<file path="config.mk">
export PLATFORM = sky130hd
export DESIGN_NAME = ft_tx_arbiter_flat
export DESIGN_NICKNAME = d
export VERILOG_FILES = /design/src/rtl/ft_pkg.sv /design/src/rtl/ft_tx_arbiter_if.sv /design/src/rtl/rr_arbiter.sv /design/src/rtl/ft_tx_arbiter.sv /design/src/flat_wrapper.sv
export SDC_FILE = /design/constraint.sdc
export NUM_CORES = 1
export LEC_CHECK = 0
export CAP_MARGIN = 10
export CORE_ASPECT_RATIO = 2
export CORE_MARGIN = 1.5
export CORE_UTILIZATION = 30
export DETAILED_ROUTE_END_ITERATION = 8
export PLACE_DENSITY = 0.75
export SETUP_SLACK_MARGIN = 0.5
export SLEW_MARGIN = 0
export SYNTH_ARGS = -nofsm -noshare
export SYNTH_HDL_FRONTEND = slang
export SYNTH_SLANG_ARGS = --single-unit
export TNS_END_PERCENT = 30
</file>
<file path="constraint.sdc">
create_clock -name clk -period 1.7 [get_ports clk]
set_input_delay 0.17 -clock clk [delete_from_list [all_inputs] [get_ports clk]]
set_output_delay 0.17 -clock clk [all_outputs]
set_load 0.01 [all_outputs]
</file>
<file path="src/rtl/ft_pkg.sv">
// Shared types and header layout for the FT TX arbiter.
// FT_ARB_TIMEOUT_EN adds the PAD state used to pad out a stalled burst.
package ft_pkg;

  localparam int FT_HDR_CHAN_BITS = 4;
  localparam int FT_LEN_BITS      = 8;
  localparam int FT_HDR_LEN_LSB   = 0;

  typedef enum logic [1:0] {
    ARB_IDLE,
    ARB_HEADER,
    ARB_DATA
`ifdef FT_ARB_TIMEOUT_EN
    , ARB_PAD
`endif
  } ft_arb_state_t;

  function automatic logic [FT_LEN_BITS-1:0] ft_clip_len(input logic [FT_LEN_BITS-1:0] len,
                                                         input logic [FT_LEN_BITS-1:0] max_len);
    return (len > max_len) ? max_len : len;
  endfunction

endpackage

</file>
<file path="src/rtl/ft_tx_arbiter_if.sv">
// Source-side and bridge-side signals of the FT TX arbiter.
// master = arbiter view, slave = sources plus bridge view.
interface ft_tx_arbiter_if
  import ft_pkg::*;
#(
  parameter int BUS_WIDTH = 16,
  parameter int CHANNELS  = 4
);
  logic [CHANNELS-1:0]                 src_req;
  logic [CHANNELS*FT_LEN_BITS-1:0]     src_len;
  logic [CHANNELS-1:0]                 src_ack;
  logic [CHANNELS*BUS_WIDTH-1:0]       src_data;
  logic [CHANNELS*(BUS_WIDTH/8)-1:0]   src_be;
  logic [CHANNELS-1:0]                 src_valid;
  logic [CHANNELS-1:0]                 src_ready;
  logic [BUS_WIDTH-1:0]                ft_din;
  logic [BUS_WIDTH/8-1:0]              ft_din_be;
  logic                                ft_din_valid;
  logic                                ft_din_full;
  logic                                abort;

  modport master (
    input  src_req, src_len, src_data, src_be, src_valid, ft_din_full,
    output src_ack, src_ready, ft_din, ft_din_be, ft_din_valid, abort
  );

  modport slave (
    output src_req, src_len, src_data, src_be, src_valid, ft_din_full,
    input  src_ack, src_ready, ft_din, ft_din_be, ft_din_valid, abort
  );
endinterface

</file>
<file path="src/rtl/rr_arbiter.sv">
// Combinational round-robin pick: first requester strictly after last_i, wrapping.
// No state; the caller owns last_i.
module rr_arbiter #(
  parameter  int CHANNELS = 4,
  localparam int CW       = $clog2(CHANNELS)
) (
  input  logic [CHANNELS-1:0] req_i,
  input  logic [CW-1:0]       last_i,
  output logic [CW-1:0]       gnt_o,
  output logic                any_o
);

  logic [CW-1:0] idx;

  always_comb begin
    gnt_o = '0;
    any_o = 1'b0;
    idx   = '0;
    for (int i = 1; i <= CHANNELS; i++) begin
      idx = CW'((int'(last_i) + i) % CHANNELS);
      if (!any_o && req_i[idx]) begin
        gnt_o = idx;
        any_o = 1'b1;
      end
    end
  end

endmodule

</file>
<file path="src/rtl/ft_tx_arbiter.sv">
// Round-robin scheduler sharing the FT bridge write port: header word, then len data words.
// FT_ARB_TIMEOUT_EN: stalled bursts are aborted after TIMEOUT idle cycles and zero-padded.
module ft_tx_arbiter
  import ft_pkg::*;
#(
  parameter int BUS_WIDTH = 16,
  parameter int CHANNELS  = 4,
  parameter int MAX_BURST = 64,
  parameter int TIMEOUT   = 256
) (
  input  logic            clk,
  input  logic            rst,
  ft_tx_arbiter_if.master bus
);

  localparam int CW  = $clog2(CHANNELS);
  localparam int BEW = BUS_WIDTH / 8;
  localparam logic [FT_LEN_BITS-1:0] MAX_LEN = FT_LEN_BITS'(MAX_BURST);

  ft_arb_state_t          state_q, state_d;
  logic [CW-1:0]          grant_q, grant_d;
  logic [CW-1:0]          last_grant_q, last_grant_d;
  logic [FT_LEN_BITS-1:0] remaining_q, remaining_d;

  logic [CW-1:0]          rr_gnt;
  logic                   rr_any;
  logic [FT_LEN_BITS-1:0] req_len;
  logic [BUS_WIDTH-1:0]   sel_data;
  logic [BEW-1:0]         sel_be;
  logic                   sel_valid;
  logic                   xfer;

  rr_arbiter #(.CHANNELS(CHANNELS)) u_rr (
    .req_i  (bus.src_req),
    .last_i (last_grant_q),
    .gnt_o  (rr_gnt),
    .any_o  (rr_any)
  );

  always_comb begin
    sel_data  = '0;
    sel_be    = '0;
    sel_valid = 1'b0;
    req_len   = '0;
    for (int i = 0; i < CHANNELS; i++) begin
      if (grant_q == CW'(i)) begin
        sel_data  = bus.src_data[i*BUS_WIDTH +: BUS_WIDTH];
        sel_be    = bus.src_be[i*BEW +: BEW];
        sel_valid = bus.src_valid[i];
      end
      if (rr_gnt == CW'(i)) begin
        req_len = bus.src_len[i*FT_LEN_BITS +: FT_LEN_BITS];
      end
    end
  end

`ifdef FT_ARB_TIMEOUT_EN
  localparam int SW = $clog2(TIMEOUT + 1);
  logic [SW-1:0] stall_q, stall_d;
  logic          stall_cyc;
  logic          stall_hit;

  // A stall is a cycle where the bridge could take a word but the source has none.
  assign stall_cyc = (state_q == ARB_DATA) && !sel_valid && !bus.ft_din_full;
  assign stall_hit = stall_cyc && (stall_q == SW'(TIMEOUT - 1));
`else
  logic unused_timeout;
  assign unused_timeout = ^TIMEOUT;
`endif

  always_ff @(posedge clk) begin
    if (rst) begin
      state_q      <= ARB_IDLE;
      grant_q      <= '0;
      last_grant_q <= CW'(CHANNELS - 1);
      remaining_q  <= '0;
`ifdef FT_ARB_TIMEOUT_EN
      stall_q      <= '0;
`endif
    end else begin
      state_q      <= state_d;
      grant_q      <= grant_d;
      last_grant_q <= last_grant_d;
      remaining_q  <= remaining_d;
`ifdef FT_ARB_TIMEOUT_EN
      stall_q      <= stall_d;
`endif
    end
  end

  always_comb begin
    state_d      = state_q;
    grant_d      = grant_q;
    last_grant_d = last_grant_q;
    remaining_d  = remaining_q;
`ifdef FT_ARB_TIMEOUT_EN
    stall_d      = '0;
`endif
    case (state_q)
      ARB_IDLE: begin
        if (rr_any) begin
          grant_d     = rr_gnt;
          remaining_d = ft_clip_len(req_len, MAX_LEN);
          state_d     = ARB_HEADER;
        end
      end
      ARB_HEADER: begin
        if (xfer) begin
          last_grant_d = grant_q;
          state_d      = (remaining_q == '0) ? ARB_IDLE : ARB_DATA;
        end
      end
      ARB_DATA: begin
        if (xfer) begin
          remaining_d = remaining_q - 1'b1;
          if (remaining_q == FT_LEN_BITS'(1)) state_d = ARB_IDLE;
        end
`ifdef FT_ARB_TIMEOUT_EN
        else begin
          stall_d = stall_cyc ? stall_q + SW'(1) : stall_q;
          if (stall_hit) begin
            stall_d = '0;
            state_d = ARB_PAD;
          end
        end
`endif
      end
`ifdef FT_ARB_TIMEOUT_EN
      ARB_PAD: begin
        if (xfer) begin
          remaining_d = remaining_q - 1'b1;
          if (remaining_q == FT_LEN_BITS'(1)) state_d = ARB_IDLE;
        end
      end
`endif
      default: state_d = ARB_IDLE;
    endcase
  end

  // Outputs are gated by rst so valid drops in the same cycle reset is raised.
  always_comb begin
    xfer              = 1'b0;
    bus.ft_din        = '0;
    bus.ft_din_be     = '0;
    bus.src_ack       = '0;
    bus.src_ready     = '0;
    bus.abort         = 1'b0;
    if (!rst) begin
      case (state_q)
        ARB_HEADER: begin
          bus.ft_din[BUS_WIDTH-1 -: FT_HDR_CHAN_BITS]        = FT_HDR_CHAN_BITS'(grant_q);
          bus.ft_din[FT_HDR_LEN_LSB +: FT_LEN_BITS]          = remaining_q;
          bus.ft_din_be = '1;
          xfer          = !bus.ft_din_full;
          for (int i = 0; i < CHANNELS; i++)
            bus.src_ack[i] = xfer && (grant_q == CW'(i));
        end
        ARB_DATA: begin
          bus.ft_din    = sel_data;
          bus.ft_din_be = sel_be;
          xfer          = sel_valid && !bus.ft_din_full;
          for (int i = 0; i < CHANNELS; i++)
            bus.src_ready[i] = !bus.ft_din_full && (grant_q == CW'(i));
`ifdef FT_ARB_TIMEOUT_EN
          bus.abort = stall_hit;
`endif
        end
`ifdef FT_ARB_TIMEOUT_EN
        ARB_PAD: xfer = !bus.ft_din_full;
`endif
        default: xfer = 1'b0;
      endcase
    end
    bus.ft_din_valid = xfer;
  end

endmodule

</file>
<file path="src/flat_wrapper.sv">
// flat-port wrapper written by rule: the top's interface ports become plain ports
module ft_tx_arbiter_flat import ft_pkg::*;
#(
  parameter int BUS_WIDTH = 16,
  parameter int CHANNELS  = 4,
  parameter int MAX_BURST = 64,
  parameter int TIMEOUT   = 256
)
  (clk, rst, bus_src_req, bus_src_len, bus_src_data, bus_src_be, bus_src_valid, bus_ft_din_full, bus_src_ack, bus_src_ready, bus_ft_din, bus_ft_din_be, bus_ft_din_valid, bus_abort);
  ft_tx_arbiter_if #(.BUS_WIDTH(BUS_WIDTH), .CHANNELS(CHANNELS)) bus_i ();
  input  logic clk;
  input  logic rst;
  input wire logic [$bits(bus_i.src_req)-1:0] bus_src_req;
  input wire logic [$bits(bus_i.src_len)-1:0] bus_src_len;
  input wire logic [$bits(bus_i.src_data)-1:0] bus_src_data;
  input wire logic [$bits(bus_i.src_be)-1:0] bus_src_be;
  input wire logic [$bits(bus_i.src_valid)-1:0] bus_src_valid;
  input wire logic [$bits(bus_i.ft_din_full)-1:0] bus_ft_din_full;
  output wire logic [$bits(bus_i.src_ack)-1:0] bus_src_ack;
  output wire logic [$bits(bus_i.src_ready)-1:0] bus_src_ready;
  output wire logic [$bits(bus_i.ft_din)-1:0] bus_ft_din;
  output wire logic [$bits(bus_i.ft_din_be)-1:0] bus_ft_din_be;
  output wire logic [$bits(bus_i.ft_din_valid)-1:0] bus_ft_din_valid;
  output wire logic [$bits(bus_i.abort)-1:0] bus_abort;
  assign bus_i.src_req = bus_src_req;
  assign bus_i.src_len = bus_src_len;
  assign bus_i.src_data = bus_src_data;
  assign bus_i.src_be = bus_src_be;
  assign bus_i.src_valid = bus_src_valid;
  assign bus_i.ft_din_full = bus_ft_din_full;
  assign bus_src_ack = bus_i.src_ack;
  assign bus_src_ready = bus_i.src_ready;
  assign bus_ft_din = bus_i.ft_din;
  assign bus_ft_din_be = bus_i.ft_din_be;
  assign bus_ft_din_valid = bus_i.ft_din_valid;
  assign bus_abort = bus_i.abort;
  ft_tx_arbiter #(.BUS_WIDTH(BUS_WIDTH), .CHANNELS(CHANNELS), .MAX_BURST(MAX_BURST), .TIMEOUT(TIMEOUT)) u_core (.clk(clk), .rst(rst), .bus(bus_i));
endmodule
</file>
==> results of run 1 <==
-- kinds of logic (layout without fill, tap and decap cells) --
group	Yosys count	count (layout)	share of synthesized area
buffers and inverters	23	221	0.06752
adders and majority gates	5	5	0.03215
and+or+nand+nor	97	97	0.2592
DFF	14	14	0.1441
other	1	1	0.001927
AOI/OAI and AO/OA	37	37	0.1498
muxes	33	33	0.3228
xor gates and xnor gates	5	5	0.02251
-- cells in the mapped netlist, types with 2 or more instances --
cell / number / area (sq um)
and2_1: 3 / 18.77
nor3_1: 6 / 30.03
buf_4: 3 / 22.52
nand2_1: 16 / 60.06
o21ai_0: 6 / 30.03
ha_1: 5 / 62.56
o211ai_1: 2 / 15.01
nand2b_1: 8 / 50.05
a22oi_1: 3 / 22.52
a21o_1: 2 / 15.01
or2_2: 2 / 12.51
nand3b_1: 6 / 45.04
mux2i_1: 8 / 80.08
and3_1: 2 / 12.51
nor2b_1: 7 / 43.79
xor2_1: 2 / 17.52
clkbuf_1: 9 / 33.78
nand3_1: 6 / 30.03
a32o_1: 5 / 50.05
nor2_1: 30 / 112.6
dfxtp_1: 14 / 280.3
buf_6: 3 / 33.78
mux4_2: 22 / 495.5
nand4b_1: 2 / 17.52
xnor2_1: 3 / 26.28
nor4_1: 2 / 12.51
inv_1: 6 / 22.52
a21oi_1: 7 / 35.03
a311oi_1: 4 / 35.03
-- layout make-up --
cell class | instances | area share
timing repair buffer | 212 | 0.4575
multi-input combinational | 178 | 0.4258
sequential | 14 | 0.06851
tap | 86 | 0.02529
clock buffer | 3 | 0.01764
inverter | 6 | 0.005293
-- worst min-delay path: stages, from the launching register on --
cell and delay [ns]:
dfxtp_1 0.34, xor2_1 0.14, nor3_1 0.05
-- worst max path at each step --
stage | to | cells after the start | slack [ns] | from
floorplan | u_core.remaining_q[0]$_SDFFE_PP0P_ | 8 | -0.21 | u_core.grant_q[0]$_SDFFE_PP0P_
global placement | u_core.remaining_q[6]$_SDFFE_PP0P_ | 7 | -0.53 | bus_src_req[1]
detailed placement | u_core.remaining_q[6]$_SDFFE_PP0P_ | 8 | -0.60 | bus_src_req[1]
CTS | u_core.remaining_q[0]$_SDFFE_PP0P_ | 6 | -0.26 | u_core.grant_q[0]$_SDFFE_PP0P_
global route | u_core.remaining_q[6]$_SDFFE_PP0P_ | 6 | -0.38 | u_core.grant_q[0]$_SDFFE_PP0P_
finish | u_core.remaining_q[6]$_SDFFE_PP0P_ | 6 | -0.31 | u_core.grant_q[0]$_SDFFE_PP0P_
-- what timing repair did --
item                       CTS  global route
cloned                       1             0
setup buffers                7            13
setup endpoints to repair   41            41
pin swaps                   22            13
gates resized for setup    142            42
-- power groups by stage --
stage          clock network, mW  registers [mW]  logic [mW]
6_report                   0.439           0.489        2.31
5_1_grt                    0.456           0.501        2.45
3_5_place_dp                   0           0.474        1.77
2_1_floorplan                  0           0.470       0.994
4_1_cts                    0.440           0.482        1.91
3_3_place_gp                   0           0.472        1.74
-- registers in the layout (all words and copies together) (netlist names) --
name                 cells
u_core.state_q           2
u_core.last_grant_q      2
u_core.remaining_q       8
u_core.grant_q           2
-- metrics by stage --
step	instance area [sq um]	worst slack (ns)	hold slack, ns	cells
final	4255	-0.3132	0.5816	499
after global routing	4255	-0.3838	0.6370	499
after CTS	3966	-0.2634	0.5658	486
after detailed placement	3842	-0.6004	0.5525	475
after global placement	3842	-0.5303	0.5544	475
after floorplan	2022	-0.2139	0.3389	215
-- per-layer routing --
layer / GRT usage / part of all wire
met3: 0.01868 / 0.065
met5: 0 / 0
met1: 0.2060 / 0.33
met2: 0.4225 / 0.58
met4: 0.08741 / 0.021
==> metrics.md, run 1 <==
| Metric | Value |
|---|---|
| Pint | `2.065 mW` |
| Vias in the first global route | `~2,600` |
| # setup viols final | `32` |
| Final hold violation count | `0` |
| Sequential Area | `just under 300 sq um` |
| Final worst path period need | `2.013 ns` |
| RSZ-0062 raised after global routing | `true` |
| First-pass GRT wire length | `11,430 um` |
| Worst Hold Endpoint | `u_core.remaining_q[7]$_SDFFE_PP0P_` |
| I/O pins | `143` |
| Static Leak | `approximately 1.7 nW` |
| CTS Root Cell | `clkbuf_16` |
| Crit path DAT | `2.16 ns` |
| Reg2reg path depth | `6` |
| TritonCTS clock tree | `done` |
| Critical Path RT | `1.84 ns` |
| First-pass DRT Iterations | `4` |
| CTS buffer count | `3` |
| Yosys cell types | `50` |
| Gate family responsible for the most delay along the worst path | `simple AND/OR/NAND/NOR gates` |
| CP Capture Type | `flip-flop` |
| Core area | `approximately 6300 sq um` |
| VDD IR max | `0.3954 mV` |
| Register-to-register setup slack | `-0.31 ns` |
| Setup TNS Final | `-5.613 ns` |
| Num rows | `41` |
| Placer Congestion | `around 0.78` |
| GR Util All Layers | `0.2109` |
| Reg-to-reg endpoint | `u_core.remaining_q[6]$_SDFFE_PP0P_` |
| Number of synthesized flops with an enable pin | `0` |
| CTS Buffer Depth | `2` |
| Drt drc | `0` |
| DRT Wirelength | `~8100 um` |
| Post-Syn Instances | `215` |
| DP HPWL | `6159 um` |
| Startpoint class of the critical path | `flip-flop` |
| DIE HEIGHT | `~120 um` |
| Seq pwr share | `0.151` |
| Total die area | `7007 sq um` |
| Skew-Pair Late Insertion Delay | `0.24 ns` |
| Pins Over Slew Limit | `0` |
| Worst setup margin | `-0.3132 ns` |
| Failing checks | `setup timing` |
| Final Power | `3.233 mW` |
| Clock transition at path regs | `0.05 ns` |
| Setup CP Type | `reg -> reg` |
| Largest fanout on the critical path | `6` |
| Number of routed nets with antenna violations | `0` |
| Synth warn | `0` |
| Sink Count | `14` |
| CP peak stage delay | `0.52 ns` |
| Area added between synthesis and finish | `118.7%` |
| Worst hold path depth | `2` |
| Top FF cell, synth | `dfxtp_1` |
| Starting density of the core | `0.3083` |
| WL/cell | `16.21 um` |
| Max Freq | `slightly below 500 MHz` |
| Nets | `535` |
| Switching Share | `0.3614` |
| FF-to-FF Start | `u_core.grant_q[0]$_SDFFE_PP0P_` |
| Yosys reg bits | `14` |
| Area of the multi-input gates | `1812 sq um` |
| Most common cell after layout, fill and taps aside | `clkdlybuf4s50_1` |
| Post-route clock period utilization | `1.184` |
| Sw power | `roughly 1.2 mW` |
| Most frequent cells in the layout | `clkdlybuf4s50_1, buf_4, buf_2, nor2_1, mux4_2` |
| Post-synthesis sequential area ratio | `0.1441` |
| WP buf/inv | `1` |
| Hold Crit Start | `u_core.remaining_q[7]$_SDFFE_PP0P_` |
| Final Core Density | `0.6744` |
| Htree depth | `1` |
| Detailed-route vias per instance | `roughly 5.2` |
| CP cell instances | `mux4_2, or2_1, nand4b_1, nand2_2, buf_4, a2111oi_4` |
| Clock power share | `0.136` |
| Mapped Nets | `approximately 340` |
| Total number of vias | `2,598` |
| CTS Hold Bufs | `0` |
| Pwr dens | `approximately 760 nW/um^2` |
| Port-buffer cells | `141` |
| Mean Syn Cell Area | `9.049 sq um` |
| Final worst clock skew | `0.001466 ns` |
| Combinational power share | `0.713` |
| Cell Area, Synth | `between 1500 and 2000 sq um` |
| MaxCap Viol Count | `0` |
| Async SR Flop Fraction | `0` |
| Largest net degree at the start of global routing | `14` |
| First DRT Iteration DRCs | `46` |
| Status | `finished, violations left` |
| Share of cells above drive strength 1 | `0.4310` |
| Total global routing overflow | `0` |
| N_diodes | `0` |
| Die width | `between 50 and 60 um` |
| Initial antenna violation count | `0` |
| Fillers | `approximately 490` |
| Worst path slowest cell | `mux4_2` |
| Hold WC Path Type | `reg -> reg` |
Note: power is estimated with default switching activity, not from simulation.
==> run 2: changes to the inputs <==
- CORE_MARGIN: 1.5 -> 8
==> run 2 against run 1 <==
Net effect:
- the flow still finishes with violations (setup timing)
- sequential power decreased by 2%
- critical path depth decreased by 1
- cell count decreased by 1.2%
- global-route usage decreased by 2.8 points
- setup slack improved by 0.049 ns
- power decreased by 3.9%
- clock power increased by 17%
- non-clock buffer count decreased by 7
- fmax increased by 2.5%
- worst hold slack improved by 0.024 ns
- utilization decreased by 1.1 points
- clock skew increased by 0.0011 ns
==> metrics.md, run 2 (synthesized netlist as in run 1, its figures left out) <==
| Metric | Value |
|---|---|
| DRT Wirelength | `8733 um (was 8088 um)` |
| VDD IR max | `0.4031 mV (was 0.3954 mV)` |
| Detailed-route vias per instance | `5.120 (was 5.206)` |
| Clock power share | `0.165 (was 0.136)` |
| Setup CP Type | `reg -> out (was reg -> reg)` |
| Area added between synthesis and finish | `115.2% (was 118.7%)` |
| Placer Congestion | `0.8457 (was 0.7771)` |
| CTS Hold Bufs | `0 (unchanged)` |
| Num rows | `41 (unchanged)` |
| Switching Share | `0.3517 (was 0.3614)` |
| Total number of vias | `2,524 (was 2,598)` |
| Starting density of the core | `0.3083 (unchanged)` |
| Pint | `2.015 mW (was 2.065 mW)` |
| Critical Path RT | `1.53 ns (was 1.84 ns)` |
| Largest register FFs | `8 (unchanged)` |
| Largest fanout on the critical path | `6 (unchanged)` |
| Most common cell after layout, fill and taps aside | `clkdlybuf4s50_1 (unchanged)` |
| Hold WC Path Type | `reg -> reg (unchanged)` |
| CTS buffer count | `3 (unchanged)` |
| Sw power | `1.093 mW (was 1.168 mW)` |
| Pins Over Slew Limit | `0 (unchanged)` |
| Share of cells above drive strength 1 | `0.4251 (was 0.4310)` |
| Setup WS pre-CTS | `-0.5475 ns (was -0.6004 ns)` |
| Initial antenna violation count | `0 (unchanged)` |
| Startpoint class of the critical path | `flip-flop (unchanged)` |
| Final worst path period need | `1.965 ns (was 2.013 ns)` |
| DIE HEIGHT | `129.9 um (was 116.9 um)` |
| RSZ-0062 raised after global routing | `true (unchanged)` |
| Die width | `72.95 um (was 59.95 um)` |
| Nets | `528 (was 535)` |
| Static Leak | `1.680 nW (was 1.733 nW)` |
| Core area | `6310 sq um (unchanged)` |
| N_diodes | `0 (unchanged)` |
| Failing checks | `setup timing (unchanged)` |
| MaxCap Viol Count | `0 (unchanged)` |
| Clock transition at path regs | `0.05 ns (about the same)` |
| DP HPWL | `7340 um (was 6159 um)` |
| Total global routing overflow | `0 (unchanged)` |
| # setup viols final | `30 (was 32)` |
| First-pass GRT wire length | `13,590 um (was 11,430 um)` |
| Status | `finished, violations left (unchanged)` |
| CTS Root Cell | `clkbuf_16 (unchanged)` |
| Skew-Pair Late Insertion Delay | `0.25 ns (was 0.24 ns)` |
| Vias in the first global route | `2,888 (was 2,631)` |
| Final worst clock skew | `0.002590 ns (was 0.001466 ns)` |
| I/O pins | `143 (unchanged)` |
| First-pass DRT Iterations | `4 (unchanged)` |
| Most frequent cells in the layout | `clkdlybuf4s50_1, buf_4, nor2_1, mux4_2, buf_2 (was clkdlybuf4s50_1, buf_4, buf_2, nor2_1, mux4_2)` |
| Htree depth | `1 (unchanged)` |
| Largest net degree at the start of global routing | `17 (was 14)` |
| Seq pwr share | `0.154 (was 0.151)` |
| Number of routed nets with antenna violations | `0 (unchanged)` |
| WL/cell | `17.71 um (was 16.21 um)` |
| Combinational power share | `0.681 (was 0.713)` |
| Drt drc | `0 (unchanged)` |
| Pwr dens | `742.2 nW/um^2 (was 759.7 nW/um^2)` |
| Biggest register | `u_core.remaining_q (unchanged)` |
| Crit path DAT | `1.79 ns (was 2.16 ns)` |
| Max Freq | `509.0 MHz (was 496.7 MHz)` |
| Total die area | `9475 sq um (was 7007 sq um)` |
| TritonCTS clock tree | `done (unchanged)` |
| Final hold violation count | `0 (unchanged)` |
| Final Power | `3.108 mW (was 3.233 mW)` |
| Post-route clock period utilization | `1.156 (was 1.184)` |
| CTS Buffer Depth | `2 (unchanged)` |
| GR Util All Layers | `0.1830 (was 0.2109)` |
| Port-buffer cells | `141 (unchanged)` |
| CP Capture Type | `primary output (was flip-flop)` |
| First DRT Iteration DRCs | `90 (was 46)` |
| Sink Count | `14 (unchanged)` |
| Worst setup margin | `-0.2646 ns (was -0.3132 ns)` |
run 2: changes by cell type in the layout (fill, tap and decap cells not counted), sizes merged:
cell         change
clkbuf           +2
dlygate4sd2      -3
buf              -5
run 2: final cells by class:
type,instances,area [sq um]
multi-input combinational,178,1764
fill,490,2122
tap,86,107.6
sequential,14,292.8
inverter,6,22.52
timing repair buffer,205,1912
clock buffer,4,88.84
run 2: per-stage QoR:
| stage | hold slack [ns] | TNS, ns | utilization | area (sq um) | instances |
|---|---|---|---|---|---|
| global placement | 0.5553 | -12.71 | 0.6161 | 3887 | 481 |
| global route | 0.6292 | -6.744 | 0.6637 | 4188 | 493 |
| finish | 0.6060 | -4.442 | 0.6637 | 4188 | 493 |
| detailed placement | 0.5540 | -13.24 | 0.6161 | 3887 | 481 |
| CTS | 0.5788 | -4.454 | 0.6490 | 4095 | 492 |
| floorplan | 0.3389 | -0.9377 | - | 2022 | 215 |
run 2: power by group through the flow:
stage,logic [mW],registers [mW],clock network [mW]
2_1_floorplan,0.994,0.470,0
4_1_cts,2.04,0.480,0.512
5_1_grt,2.28,0.488,0.525
3_5_place_dp,1.85,0.472,0
6_report,2.12,0.480,0.512
3_3_place_gp,1.81,0.471,0
run 2: metal layers:
metal / track usage / vias up / share of wire
li1: - / 1195 / -
met1: 0.1725 / 1186 / 0.34
met2: 0.3526 / 128 / 0.55
met3: 0.05073 / 15 / 0.084
met4: 0.07245 / 0 / 0.026
met5: 0 / - / 0
run 2: critical path: stages, from the launching register on:
cell and delay, ns:
dfxtp_4 0.40, buf_12 0.12, buf_12 0.11, mux4_2 0.51
a32o_1 0.27, buf_6 0.12
run 2: timing repair:
| item | CTS | global route |
|---|---|---|
| setup endpoints to repair | 41 | 41 |
| cloned | 1 | 0 |
| resized for setup | 156 | 29 |
| hold endpoints to repair | 0 | 0 |
| pin swaps | 23 | 21 |
| buffers inserted | 6 | 1 |
run 2: path summary, 6_finish.rpt:
path / from / end / slack (ns) / cells after the start
hold / removal: u_core.remaining_q[7]$_SDFFE_PP0P_ / u_core.remaining_q[7]$_SDFFE_PP0P_ / 0.61 / 2
setup / recovery: u_core.grant_q[0]$_SDFFE_PP0P_ / bus_ft_din[3] / -0.26 / 5
hold reg to reg: u_core.remaining_q[7]$_SDFFE_PP0P_ / u_core.remaining_q[7]$_SDFFE_PP0P_ / 0.61 / 2
setup reg to reg: u_core.grant_q[0]$_SDFFE_PP0P_ / u_core.remaining_q[4]$_SDFFE_PP0P_ / -0.23 / 6
==> run 3: changes to the inputs <==
- PLACE_DENSITY: 0.75 -> 0.72
- clock period: 1.7 -> 2 ns (I/O delays scaled with it)
==> run 3 against run 2 <==
Net effect:
- the run now ends clean
- register-to-register slack better by 0.28 ns
- largest power group unchanged
- highest routed layer unchanged
- largest cell class unchanged
- clock power down 15%
- critical endpoint is now u_core.remaining_q[6]$_SDFFE_PP0P_
- die area unchanged
- global-route usage up 0.19 points
- worst hold slack worse by 0.068 ns
- power down 16%
==> metrics.md, run 3 (synthesized netlist as in run 1, its figures left out) <==
| Metric | Value |
|---|---|
| Status | `complete, no violations (was finished, violations left)` |
| Core area | `6310 sq um (unchanged)` |
| Vias in the first global route | `2,901 (was 2,888)` |
| Final hold violation count | `0 (unchanged)` |
| First-pass GRT wire length | `13,900 um (was 13,590 um)` |
| CP Capture Type | `flip-flop (was primary output)` |
| Hold Crit Start | `u_core.last_grant_q[0]$_SDFFE_PP1P_ (was u_core.remaining_q[7]$_SDFFE_PP0P_)` |
| CTS Root Cell | `clkbuf_16 (unchanged)` |
| Worst setup margin | `0.05060 ns (was -0.2646 ns)` |
| Final worst path period need | `roughly 2 ns` |
| Cell Area, Placed | `3821 sq um (was 3887 sq um)` |
| Sink Count | `14 (unchanged)` |
| DRT Wirelength | `8926 um (was 8733 um)` |
| Initial antenna violation count | `0 (unchanged)` |
| TritonCTS clock tree | `done (unchanged)` |
| Reg2reg path depth | `6 (unchanged)` |
| Most frequent cells in the layout | `clkdlybuf4s50_1, buf_4, nor2_1, mux4_2, buf_2 (unchanged)` |
| Most common cell after layout, fill and taps aside | `clkdlybuf4s50_1 (unchanged)` |
| N_diodes | `0 (unchanged)` |
| Largest net degree at the start of global routing | `22 (was 17)` |
| Worst path slowest cell | `mux4_2 (unchanged)` |
| MaxCap Viol Count | `0 (unchanged)` |
| Clock transition at path regs | `0.05 ns (about the same)` |
| WP buf/inv | `1 (was 3)` |
| First DRT Iteration DRCs | `173 (was 90)` |
| Drt drc | `0 (unchanged)` |
| Total global routing overflow | `0 (unchanged)` |
| CTS Buffer Depth | `2 (unchanged)` |
| Final Cell Area | `4060 sq um (was 4188 sq um)` |
| Worst hold path depth | `2 (unchanged)` |
| Setup WS pre-CTS | `-0.3363 ns (was -0.5475 ns)` |
| Skew-Pair Late Insertion Delay | `0.25 ns (about the same)` |
| GR Util All Layers | `0.1850 (was 0.1830)` |
| Number of routed nets with antenna violations | `0 (unchanged)` |
| Static Leak | `1.628 nW (was 1.680 nW)` |
| Max Freq | `513.0 MHz` |
| Placer Congestion | `0.8641 (was 0.8457)` |
| DIE HEIGHT | `129.9 um (unchanged)` |
| WL/cell | `18.56 um (was 17.71 um)` |
| Worst Hold Endpoint | `u_core.last_grant_q[0]$_SDFFE_PP1P_ (was u_core.remaining_q[7]$_SDFFE_PP0P_)` |
| Pwr dens | `639.6 nW/um^2 (was 742.2 nW/um^2)` |
| Final Core Density | `0.6435 (was 0.6637)` |
| CP cell instances | `mux4_2, or2_4, nand4b_1, nand2_4, buf_6, a2111oi_4 (was buf_12, buf_12, mux4_2, a32o_1, buf_6)` |
| Port-buffer cells | `141 (unchanged)` |
| Startpoint class of the critical path | `flip-flop (unchanged)` |
| WP depth | `6 (was 5)` |
| DP HPWL | `7428 um (was 7340 um)` |
| CTS buffer count | `3 (unchanged)` |
| Total number of vias | `2,512 (was 2,524)` |
| Reg-to-reg endpoint | `u_core.remaining_q[6]$_SDFFE_PP0P_ (was u_core.remaining_q[4]$_SDFFE_PP0P_)` |
| Crit path from | `u_core.grant_q[0]$_SDFFE_PP0P_ (unchanged)` |
| Total die area | `9475 sq um (unchanged)` |
| I/O pins | `143 (unchanged)` |
| WHS | `0.5383 ns (was 0.6060 ns)` |
| Biggest register | `u_core.remaining_q (unchanged)` |
| Area added between synthesis and finish | `108.7% (was 115.2%)` |
| First-pass DRT Iterations | `4 (unchanged)` |
| Hold WC Path Type | `reg -> reg (unchanged)` |
| VDD IR max | `0.3450 mV (was 0.4031 mV)` |
| Nets | `516 (was 528)` |
| Num rows | `41 (unchanged)` |
| CP peak stage delay | `0.51 ns (about the same)` |
| RSZ-0062 raised after global routing | `true (unchanged)` |
| Critical Path RT | `2.15 ns (was 1.53 ns)` |
| Final worst clock skew | `0.004417 ns (was 0.002590 ns)` |
| FF-to-FF Start | `u_core.grant_q[0]$_SDFFE_PP0P_ (unchanged)` |
| Starting density of the core | `0.3083 (unchanged)` |
| Post-route clock period utilization | `0.9747` |
| Largest register FFs | `8 (unchanged)` |
| Share of cells above drive strength 1 | `0.3823 (was 0.4251)` |
| Setup TNS Final | `0 ns (was -4.442 ns)` |
| Detailed-route vias per instance | `5.222 (was 5.120)` |
| Register-to-register setup slack | `0.05 ns (was -0.23 ns)` |
| Crit path DAT | `2.10 ns (was 1.79 ns)` |
| Die width | `72.95 um (unchanged)` |
| Largest fanout on the critical path | `6 (unchanged)` |
| Htree depth | `1 (unchanged)` |
| Gate family responsible for the most delay along the worst path | `simple AND/OR/NAND/NOR gates (was multiplexers)` |
| Setup CP Type | `reg -> reg (was reg -> out)` |
| # setup viols final | `0 (was 30)` |
| Pins Over Slew Limit | `0 (unchanged)` |
## run 3: cell types whose count changed in the layout (fill, tap and decap cells not counted), moves of 2 or more
cell	delta
buf_6	-5
buf_12	-2
o21ai_1	-2
buf_2	-4
buf_4	-7
o21ai_0	+2
dlygate4sd2_1	+4
dfxtp_2	-2
or2_4	+2
dlymetal6s2s_1	+2
dfxtp_1	+3
## run 3: metrics by stage
stage	cells	power [mW]
floorplan	215	1.222
global placement	474	1.869
detailed placement	474	1.904
CTS	480	2.456
global route	481	2.736
finish	481	2.597
## run 3: repair_timing
item	4_1_cts	5_1_grt
setup buffers	2	1
cloned	0	0
pin swaps	9	27
endpoints found under the setup margin	40	40
gates resized for setup	105	54
hold buffers	0	0
## run 3: report_power, final
| group | total, mW | switching, mW | internal (mW) |
|---|---|---|---|
| Clock | 0.434 | 0.130 | 0.304 |
| Sequential | 0.439 | 0.0970 | 0.342 |
| Combinational | 1.72 | 0.724 | 1.00 |
| Total | 2.60 | 0.950 | 1.65 |
## run 3: tightest hold or removal path, stage by stage (launching register included)
cell	delay, ns
dfxtp_1	0.32
nor2_1	0.11
o21bai_1	0.06
## run 3: layer usage
| metal | vias to the layer above | share of wire | routed length [um] | GRT usage |
|---|---|---|---|---|
| met5 | - | 0 | 0 | 0 |
| met4 | 0 | 0.030 | 272 | 0.07838 |
| met3 | 19 | 0.081 | 724 | 0.05380 |
| met2 | 144 | 0.58 | 5143 | 0.3653 |
| met1 | 1180 | 0.31 | 2786 | 0.1632 |
| li1 | 1169 | - | - | - |
## run 3: worst max-delay path by stage
stage / slack, ns / to
4_1_cts: 0.04 / u_core.remaining_q[6]$_SDFFE_PP0P_
3_3_place_gp: -0.27 / u_core.remaining_q[6]$_SDFFE_PP0P_
6_report: 0.05 / u_core.remaining_q[6]$_SDFFE_PP0P_
3_5_place_dp: -0.34 / u_core.remaining_q[6]$_SDFFE_PP0P_
2_1_floorplan: 0.09 / u_core.remaining_q[0]$_SDFFE_PP0P_
5_1_grt: -0.02 / u_core.remaining_q[6]$_SDFFE_PP0P_
## run 3: area by class of cell
| type | instances | area [sq um] |
|---|---|---|
| clock buffer | 4 | 88.84 |
| multi-input combinational | 178 | 1772 |
| sequential | 14 | 286.5 |
| timing repair buffer | 193 | 1780 |
| fill | 538 | 2250 |
| inverter | 6 | 25.02 |
| tap | 86 | 107.6 |
